### src/rtl/ts_audio_mixer.sv
// TurboSound stereo mixer: snapshots two YM2203 source sets per CE_SAMPLE, accumulates them
// serially and saturates to signed 16-bit L/R. Optional DC blocker enabled by TS_DC_FILTER_EN.
module ts_audio_mixer #(
  parameter int PSG_SHIFT = 4,
  parameter int FM_SHIFT  = 4,
  parameter int DC_K      = 10
) (
  input  logic               CLK,
  input  logic               RESET,
  input  logic               CE_SAMPLE,
  input  logic [1:0]         STEREO,
  input  logic               TS_ENA,
  input  logic               MUTE,
  input  logic [7:0]         PSG0_A,
  input  logic [7:0]         PSG0_B,
  input  logic [7:0]         PSG0_C,
  input  logic [10:0]        FM0,
  input  logic [7:0]         PSG1_A,
  input  logic [7:0]         PSG1_B,
  input  logic [7:0]         PSG1_C,
  input  logic [10:0]        FM1,
  output logic signed [15:0] AUDIO_L,
  output logic signed [15:0] AUDIO_R,
  output logic               VALID,
  output logic               BUSY,
  output logic               OVERRUN,
  output logic [2:0]         STATE_DBG
);

  // Handshake: CE_SAMPLE is a one-clock strobe with no backpressure; it is accepted only in
  // IDLE. VALID pulses for exactly one clock, during which AUDIO_L/R already hold the new sample.
  localparam logic [2:0] ST_IDLE = 3'd0;
  localparam logic [2:0] ST_SNAP = 3'd1;
  localparam logic [2:0] ST_ACC  = 3'd2;
  localparam logic [2:0] ST_SAT  = 3'd3;
`ifdef TS_DC_FILTER_EN
  localparam logic [2:0] ST_DCF  = 3'd4;
`endif
  localparam logic [2:0] ST_OUT  = 3'd5;

  logic [2:0]         state;
  logic [2:0]         step;
  logic [7:0]         psg_snap [6];
  logic [10:0]        fm_snap  [2];
  logic [1:0]         stereo_snap;
  logic               ts_ena_snap;
  logic               mute_snap;
  logic [12:0]        psg_l;
  logic [12:0]        psg_r;
  logic signed [12:0] fm_sum;

  logic               chip;
  logic [1:0]         ch;
  logic               chip_on;
  logic               is_fm;
  logic [7:0]         psg_val;
  logic [1:0]         w_l;
  logic [1:0]         w_r;
  logic [12:0]        term_l;
  logic [12:0]        term_r;
  logic [10:0]        fm_sel;
  logic signed [12:0] fm_term;

  logic signed [19:0] offset;
  logic signed [19:0] psg_c_l;
  logic signed [19:0] psg_c_r;
  logic signed [19:0] fm_ext;
  logic signed [19:0] side_l;
  logic signed [19:0] side_r;

  function automatic logic signed [15:0] sat16(input logic signed [19:0] v);
    if (v > 20'sh07FFF)      return 16'sh7FFF;
    else if (v < 20'shF8000) return 16'sh8000;
    else                     return v[15:0];
  endfunction

  function automatic logic [12:0] weigh(input logic [7:0] v, input logic [1:0] w);
    case (w)
      2'd2:    return {4'd0, v, 1'b0};
      2'd1:    return {5'd0, v};
      default: return 13'd0;
    endcase
  endfunction

  // Step 0..7 walks A0,B0,C0,FM0,A1,B1,C1,FM1; the step index selects source and pan weights.
  always_comb begin
    chip    = step[2];
    ch      = step[1:0];
    chip_on = !chip || ts_ena_snap;
    is_fm   = (ch == 2'd3);
    case ({chip, ch})
      3'd0:    psg_val = psg_snap[0];
      3'd1:    psg_val = psg_snap[1];
      3'd2:    psg_val = psg_snap[2];
      3'd4:    psg_val = psg_snap[3];
      3'd5:    psg_val = psg_snap[4];
      3'd6:    psg_val = psg_snap[5];
      default: psg_val = 8'd0;
    endcase
    w_l = 2'd1;
    w_r = 2'd1;
    case (stereo_snap)
      2'd1: begin
        case (ch)
          2'd0:    begin w_l = 2'd2; w_r = 2'd0; end
          2'd2:    begin w_l = 2'd0; w_r = 2'd2; end
          default: begin w_l = 2'd1; w_r = 2'd1; end
        endcase
      end
      2'd2: begin
        case (ch)
          2'd0:    begin w_l = 2'd2; w_r = 2'd0; end
          2'd1:    begin w_l = 2'd0; w_r = 2'd2; end
          default: begin w_l = 2'd1; w_r = 2'd1; end
        endcase
      end
      default: begin w_l = 2'd1; w_r = 2'd1; end
    endcase
    term_l  = weigh(psg_val, w_l);
    term_r  = weigh(psg_val, w_r);
    fm_sel  = chip ? fm_snap[1] : fm_snap[0];
    fm_term = {{2{fm_sel[10]}}, fm_sel};
  end

  // Each mixed chip contributes a PSG midpoint of 382 that is removed before scaling.
  always_comb begin
    offset  = ts_ena_snap ? 20'sd764 : 20'sd382;
    psg_c_l = $signed({7'd0, psg_l}) - offset;
    psg_c_r = $signed({7'd0, psg_r}) - offset;
    fm_ext  = {{7{fm_sum[12]}}, fm_sum};
    side_l  = (psg_c_l <<< PSG_SHIFT) + (fm_ext <<< FM_SHIFT);
    side_r  = (psg_c_r <<< PSG_SHIFT) + (fm_ext <<< FM_SHIFT);
  end

`ifdef TS_DC_FILTER_EN
  logic signed [15:0] sat_l;
  logic signed [15:0] sat_r;
  logic signed [19:0] xp_l;
  logic signed [19:0] yp_l;
  logic signed [19:0] xp_r;
  logic signed [19:0] yp_r;
  logic signed [19:0] x_l;
  logic signed [19:0] x_r;
  logic signed [19:0] y_l;
  logic signed [19:0] y_r;

  always_comb begin
    x_l = {{4{sat_l[15]}}, sat_l};
    x_r = {{4{sat_r[15]}}, sat_r};
    y_l = x_l - xp_l + yp_l - (yp_l >>> DC_K);
    y_r = x_r - xp_r + yp_r - (yp_r >>> DC_K);
  end
`else
  logic unused_dc_k;
  assign unused_dc_k = (DC_K != 0);
`endif

  always_ff @(posedge CLK) begin
    if (RESET) begin
      state       <= ST_IDLE;
      step        <= 3'd0;
      for (int i = 0; i < 6; i++) psg_snap[i] <= 8'd0;
      fm_snap[0]  <= 11'd0;
      fm_snap[1]  <= 11'd0;
      stereo_snap <= 2'd0;
      ts_ena_snap <= 1'b0;
      mute_snap   <= 1'b0;
      psg_l       <= 13'd0;
      psg_r       <= 13'd0;
      fm_sum      <= 13'sd0;
      AUDIO_L     <= 16'sd0;
      AUDIO_R     <= 16'sd0;
      VALID       <= 1'b0;
      OVERRUN     <= 1'b0;
`ifdef TS_DC_FILTER_EN
      sat_l       <= 16'sd0;
      sat_r       <= 16'sd0;
      xp_l        <= 20'sd0;
      yp_l        <= 20'sd0;
      xp_r        <= 20'sd0;
      yp_r        <= 20'sd0;
`endif
    end else begin
      VALID <= 1'b0;
      if (CE_SAMPLE && (state != ST_IDLE)) OVERRUN <= 1'b1;
      case (state)
        ST_IDLE: begin
          if (CE_SAMPLE) state <= ST_SNAP;
        end
        ST_SNAP: begin
          psg_snap[0] <= PSG0_A;
          psg_snap[1] <= PSG0_B;
          psg_snap[2] <= PSG0_C;
          psg_snap[3] <= PSG1_A;
          psg_snap[4] <= PSG1_B;
          psg_snap[5] <= PSG1_C;
          fm_snap[0]  <= FM0;
          fm_snap[1]  <= FM1;
          stereo_snap <= STEREO;
          ts_ena_snap <= TS_ENA;
          mute_snap   <= MUTE;
          psg_l       <= 13'd0;
          psg_r       <= 13'd0;
          fm_sum      <= 13'sd0;
          step        <= 3'd0;
          state       <= ST_ACC;
        end
        ST_ACC: begin
          if (chip_on) begin
            if (is_fm) begin
              fm_sum <= fm_sum + fm_term;
            end else begin
              psg_l <= psg_l + term_l;
              psg_r <= psg_r + term_r;
            end
          end
          step <= step + 3'd1;
          if (step == 3'd7) state <= ST_SAT;
        end
`ifdef TS_DC_FILTER_EN
        ST_SAT: begin
          sat_l <= sat16(side_l);
          sat_r <= sat16(side_r);
          state <= ST_DCF;
        end
        ST_DCF: begin
          AUDIO_L <= mute_snap ? 16'sd0 : sat16(y_l);
          AUDIO_R <= mute_snap ? 16'sd0 : sat16(y_r);
          // A muted sample leaves the filter history untouched.
          if (!mute_snap) begin
            xp_l <= x_l;
            yp_l <= y_l;
            xp_r <= x_r;
            yp_r <= y_r;
          end
          VALID <= 1'b1;
          state <= ST_OUT;
        end
`else
        ST_SAT: begin
          AUDIO_L <= mute_snap ? 16'sd0 : sat16(side_l);
          AUDIO_R <= mute_snap ? 16'sd0 : sat16(side_r);
          VALID   <= 1'b1;
          state   <= ST_OUT;
        end
`endif
        ST_OUT: begin
          state <= ST_IDLE;
        end
        default: begin
          state <= ST_IDLE;
        end
      endcase
    end
  end

  assign BUSY      = (state != ST_IDLE);
  assign STATE_DBG = state;

endmodule

### config.mk
export PLATFORM = sky130hd
export DESIGN_NAME = ts_audio_mixer
export DESIGN_NICKNAME = d
export VERILOG_FILES = /design/src/rtl/ts_audio_mixer.sv
export SDC_FILE = /design/constraint.sdc
export NUM_CORES = 1
export LEC_CHECK = 0
export CAP_MARGIN = 20
export CORE_MARGIN = 2
export CORE_UTILIZATION = 50
export CTS_CLUSTER_SIZE = 8
export DETAILED_ROUTE_END_ITERATION = 12
export PLACE_DENSITY = 0.8
export SYNTH_ARGS = -nofsm -noshare
export SYNTH_HDL_FRONTEND = slang
export SYNTH_SLANG_ARGS = --single-unit
### constraint.sdc
create_clock -name CLK -period 4.4 [get_ports CLK]
set_input_delay 0.66 -clock CLK [delete_from_list [all_inputs] [get_ports CLK]]
set_output_delay 0.66 -clock CLK [all_outputs]
set_load 0.005 [all_outputs]
### Word level (Yosys, flattened, before mapping)

Memory sizes are Yosys's and may differ from the RTL's.
Cells that the tools add are included.

| storage, ports and cells | value |
|---|---|
| register bits after elaboration | 83 |
| memory bits (writable) | 70 |
| input bits | 77 |
| output and inout bits | 38 |
| logic and storage cells | 112 |
| memories | 2 |

| cells by class | value |
|---|---|
| $add $sub $neg | 8 |
| order comparisons | 4 |
| eq/ne operators | 23 |
| multiplexer cells | 44 |
| bitwise gates (word level) | 8 |
| reduce and logical (&&, ||, !) cells | 11 |

Memory list:

| name | words | width | rd ports | clocked after Yosys merged registers in | write ports | RTL line | source |
|---|---|---|---|---|---|---|---|
| psg_snap | 6 | 8 | 6 | 0 | 6 | 43 | `logic [7:0] psg_snap [6];` |
| fm_snap | 2 | 11 | 2 | 0 | 2 | 44 | `logic [10:0] fm_snap [2];` |

Operator list:

| kind | number |
|---|---|
| 2-to-1 mux 16 bit | 6 |
| 2-to-1 mux 13 bit | 6 |
| one-hot mux 13 bit (2 select lines) | 3 |
| 2-to-1 mux 8 bit | 6 |
| one-hot mux 8 bit (6 select lines) | 1 |
| adder 18 x 17 -> 19 bit | 2 |
| greater-than comparator 19 x 16 -> 1 bit (second input constant) | 2 |
| < comparator 19 x 16 -> 1 bit (second input constant) | 2 |
| one-hot mux 9 bit (2 select lines) | 2 |
| 2-to-1 mux 11 bit | 3 |
| subtractor 13 x 10 -> 14 bit | 2 |
| adder 13 bit | 2 |
| one-hot mux 2 bit (2 select lines) | 6 |
| adder 13 x 11 -> 13 bit | 1 |
| == test 3 bit (second input constant) | 4 |
| one-hot mux 3 bit (4 select lines) | 1 |
| == test 2 bit (second input constant) | 5 |
| 2-to-1 mux 10 bit | 1 |
| inequality test 2 bit (second input constant) | 5 |
| == test 3 x 2 -> 1 bit (second input constant) | 3 |
| == test 2 x 1 -> 1 bit (second input constant) | 4 |
| bitwise OR 1 bit | 8 |
| == test 3 x 1 -> 1 bit (second input constant) | 2 |
| zero test 3 bit | 2 |
| other kinds (12) | 19 |

### Depth between registers and ports, before layout

Gate-level depths: netlist of run 1.

| depth | value |
|---|---|
| depth after elaboration | 9 |
| depth in mapped cells | 20 |
| mapped depth without buffers | 17 |

### Worst setup path after synthesis of run 1

Ideal clock, no wire load.

| path | value |
|---|---|
| kind | input to register |
| start | input port RESET |
| end | memory fm_snap[0][0] (enable) |
| library setup time | 0.461 ns |
| arrival time | 3.469 ns |
| required time | 3.939 ns |
| setup slack | 0.470 ns |
| stages on the path | 5 |
| buffers on the path | 3 |
| path through | clkbuf_1 > clkbuf_1 > nor2_1 > inv_1 > clkbuf_1 |

RTL lines:

| element | RTL line | source |
|---|---|---|
| start: declaration | 9 | `input logic RESET,` |
| end: declaration | 44 |  |

### Final worst setup path of run 1

| path | value |
|---|---|
| start | register ts_ena_snap |
| end | register AUDIO_L[4] |

| on the way | value |
|---|---|
| word-level cells in the longest chain between the ends | 7 |
| elaborated cells on any way between the ends | 8 |
| classes of those cells | add/sub (2); order compare (2); mux (4) |

RTL lines:

| element | RTL line | source |
|---|---|---|
| start: declaration | 46 | `logic ts_ena_snap;` |
| start signal: assignment | 166 | `ts_ena_snap <= 1'b0;` |
| start signal: assignment | 200 | `ts_ena_snap <= TS_ENA;` |
| 2-to-1 mux 10 bit * | 127 | `offset = ts_ena_snap ? 20'sd764 : 20'sd382;` |
| subtractor 13 x 10 -> 14 bit * | 128 | `psg_c_l = $signed({7'd0, psg_l}) - offset;` |
| adder 18 x 17 -> 19 bit * | 131 | `side_l = (psg_c_l <<< PSG_SHIFT) + (fm_ext <<< FM_SHIFT);` |
| < comparator 19 x 16 -> 1 bit | 73 | `else if (v < 20'shF8000) return 16'sh8000;` |
| 2-to-1 mux 16 bit | 73 |  |
| 2-to-1 mux 16 bit * | 72 | `if (v > 20'sh07FFF) return 16'sh7FFF;` |
| 2-to-1 mux 16 bit * | 241 | `AUDIO_L <= mute_snap ? 16'sd0 : sat16(side_l);` |
| end signal: assignment | 241 |  |
| end: declaration | 22 | `output logic signed [15:0] AUDIO_L,` |

Mark *: on every way between the ends. The rest lies on a longest branch, timed or not.
A chain may end at the register's enable or synchronous reset.

==> results of run 1 <==
worst max-delay path, delay by kind of cell (launching register included):
family | cells | cell delay (ps)
simple gates | 2 | 250
flops | 1 | 390
fa+ha+maj | 2 | 730
buf+inv | 2 | 440
compound gates | 7 | 1860
xor+xnor | 1 | 170
synth_stat cells, types with 8 or more instances:
cell type	n
nor2_1	92
ha_1	85
nand2_1	83
dfxtp_1	77
and2_1	74
edfxtp_1	70
a21oi_1	63
a22oi_1	44
clkbuf_1	33
inv_1	30
xor2_1	28
xnor2_1	27
o21ai_0	24
nand3_1	22
nor3_1	21
a21o_1	20
mux2_2	18
nor2b_1	13
nand2b_1	12
o211ai_2	11
a211oi_1	10
o311ai_2	10
or3_1	10
o21bai_1	9
buf_4	8
o21ai_1	8
cell usage in the layout (no fill, tap or decap), drive strengths merged, types with 5 or more instances in the layout:
cell type,netlist,routed
clkdlybuf4s50,0,114
nor2,92,92
ha,85,85
nand2,83,83
dfxtp,77,77
and2,74,74
edfxtp,70,70
a21oi,64,64
a22oi,44,44
o21ai,33,33
inv,30,31
xor2,28,28
xnor2,27,27
nor3,23,23
nand3,22,22
a21o,20,20
mux2,18,18
clkbuf,33,18
o211ai,17,17
o311ai,17,17
buf,19,15
nor2b,13,13
nand2b,12,12
a211oi,12,12
or3,10,10
o21bai,9,9
a221oi,7,7
nor3b,7,7
o21a,7,7
and3,6,6
a31oi,6,6
a2111o,6,6
a32oi,5,5
fa,5,5
clkinvlp,0,5
area by class of cell:
| cell class | instances | area share [%] |
|---|---|---|
| clock inverter | 13 | 1.57 |
| inverter | 30 | 0.962 |
| clock buffer | 18 | 3.66 |
| timing repair buffer | 129 | 10.8 |
| sequential | 147 | 31.1 |
| multi-input combinational | 793 | 49.1 |
| tap | 265 | 2.83 |
cell families (layout without fill, tap and decap cells):
kind of cell / Yosys count / after routing / share of synthesized area (%)
adder cells (fa/ha/maj): 90 / 90 / 12.0
flip-flops: 147 / 147 / 37.4
AND/OR/NAND/NOR: 356 / 356 / 18.2
buffers and inverters: 82 / 190 / 3.69
AO/OA/AOI/OAI: 274 / 274 / 21.6
multiplexers: 18 / 18 / 2.08
XOR/XNOR: 55 / 55 / 4.95
routing by layer:
layer / part of all wire [%] / up-vias / wire, um / track usage [%]
li1: - / 3951 / - / -
met1: 45 / 3688 / 10100 / 27.9
met2: 47 / 211 / 10700 / 38.4
met3: 4.7 / 52 / 1060 / 4.27
met4: 3.5 / 0 / 799 / 9.96
met5: 0 / - / 0 / 0
final timing paths:
kind	depth (start not counted)	to	slack (ps)
max	14	AUDIO_L[4]$_SDFFE_PP0P_	440
max reg2reg	14	AUDIO_L[4]$_SDFFE_PP0P_	440
min	2	AUDIO_L[15]$_SDFFE_PP0P_	450
min reg2reg	2	AUDIO_L[15]$_SDFFE_PP0P_	450
state kept, by name, summed over array words and instances, names as in the netlist, 2 cells and up:
register / flops
AUDIO_L: 13
AUDIO_R: 13
fm_snap: 22
psg_snap: 48
psg_r: 13
psg_l: 13
fm_sum: 13
stereo_snap: 2
step: 3
STATE_DBG: 3
power groups by stage:
stage	Combinational (mW)	Sequential [mW]	Clock, mW
after floorplan	0.556	1.58	0
after CTS	0.779	1.57	1.54
after global placement	0.751	1.59	0
after global routing	0.867	1.57	1.60
after detailed placement	0.772	1.59	0
final	0.783	1.56	1.53
through the flow:
step	setup WS, ps	hold WS [ps]	utilization [%]	area [um^2]	power (mW)
after global placement	479	444	57.4	11100	2.34
final	443	454	60.8	11700	3.87
after detailed placement	349	451	57.5	11100	2.37
after global routing	93.4	479	60.8	11700	4.04
after floorplan	470	448	-	9730	2.14
after CTS	343	460	60.6	11700	3.89
==> impl_metrics.yaml, run 1 <==
logic_synthesis:
  ys_async_sr_fraction_pct: 0
  synth_top_area_cell: "edfxtp_1"
  synth_cell_type_count: 69
  synth_top_area_share_pct: 21.6
  syn_area_um2: 9730
  synthesis.nets: 1189
  synth_edf_count: 70
  synth_area_leaders: "edfxtp_1 (22%), dfxtp_1 (16%), ha_1 (11%)"
  ys_warn_count: 0
  avgSynthCellArea_um2: 9.52
  synth_cells: 1022
  ys_seq_area_share_pct: 37.4
  synth-main-ff-cell: "dfxtp_1"
  synth_seq_cells: 147
setup_path:
  startpoint: "ts_ena_snap$_SDFFE_PP0P_"
  r2r-start: "ts_ena_snap$_SDFFE_PP0P_"
  slowest_delay_ps: 450
  cp_slowest_cell: "o311ai_4"
  path_max_fanout: 9
  path_cells: "inv_1, ha_1, nand3_1, o31ai_1, xnor2_1, ha_1, a21o_1, a21o_1, nor2b_1, a2111oi_2, o311ai_2, o311ai_4, buf_4, o211ai_2"
  crit_type: "reg2reg"
  start_kind: "flop"
  cp.arrival_ps: 4270
  required_ps: 4710
  endpoint_kind: "flop"
timing:
  max_clock_freq_mhz: 253
  fin_skew_ps: 14.5
  setup_viol: 0
  fin_crit_sh_pct: 89.9
  maxSlewViolCount: 0
  worst_slew_pin_slew_ps: 981
  finalHoldViolations: 0
  slew-limit-headroom_pct: 34.5
  tns_ps: 0
  rsz0062_at_grt: "no"
  finalCriticalPeriod_ps: 3960
grt:
  grt_use_total_pct: 22.6
  grt-ovfl-total: 0
  grt_pass1_vias: 7609
  antenna_found_initial: 0
  grt_max_degree: 74
  grt_pass1_wl_um: 36800
die:
  die_w_um: 143
  core_area_um2: 19300
  die_area_um2: 20600
  start_util_pct: 50.5
  io_pins: 115
  die_h_um: 143
  rows: 51
finish:
  seq_area_um2: 3640
  finalNetCount: 1285
  multiInputGateArea_um2: 5750
  final_cells: 1395
  n_fill_cell: 1641
  num_antenna_cells: 0
  area_growth_pct: 20.4
  drive_above_1_share_pct: 9.38
pwr:
  p_sw_share_pct: 27.8
  comb_power_share_pct: 20.2
  ir_worst_vdd_v: 0.000258
  p_sw_mw: 1.08
  seqPwrFrac_pct: 40.4
  power_density_nw_per_um2: 331
  p_leak_nw: 4.79
  clkPwrFrac_pct: 39.4
  internal_power_mw: 2.80
placed_design:
  dp.cells: 1363
  dpl.hpwl_um: 17000
  portBuffers: 114
  routabilityCongestion: 0.882
drt:
  first_pass_iters: 8
  first_iter_violations: 428
  drc: 0
  drt-total-wl_um: 22600
  vias: 7902
  wire_per_inst_um: 16.2
  ant_nets: 0
  vias_per_cell: 5.66
clock_tree:
  cts_buffers: 17
  cts_root_buf: "clkbuf_16"
  cts.sinks: 147
  cts_tree: "done"
  post_cts_buffers: 0
  clk_pin_slew_worst_paths_ps: 60
  hold_buffers: 0
  clock_path_buffers: 2
  htree_levels: 4
  post_cts_resized: 0
  clkLatencyLatePin_ps: 430
run_status:
  status: "complete, no violations"
min_path:
  hold_class: "reg2reg"
  hold_path.startpoint: "AUDIO_L[15]$_SDFFE_PP0P_"
job:
  maxCapViolations: 0
(Power assumes the default switching activity.)
==> run 2: changes to the inputs <==
--- a/config.mk
+++ b/config.mk
@@ -5,6 +5,7 @@
 export SDC_FILE = /design/constraint.sdc
 export NUM_CORES = 1
 export LEC_CHECK = 0
+export ABC_AREA = 0
 export CAP_MARGIN = 20
 export CORE_MARGIN = 2
 export CORE_UTILIZATION = 50
==> results of run 2 <==
Same layout as run 1: the final DEF is identical, and so are final timing and power.
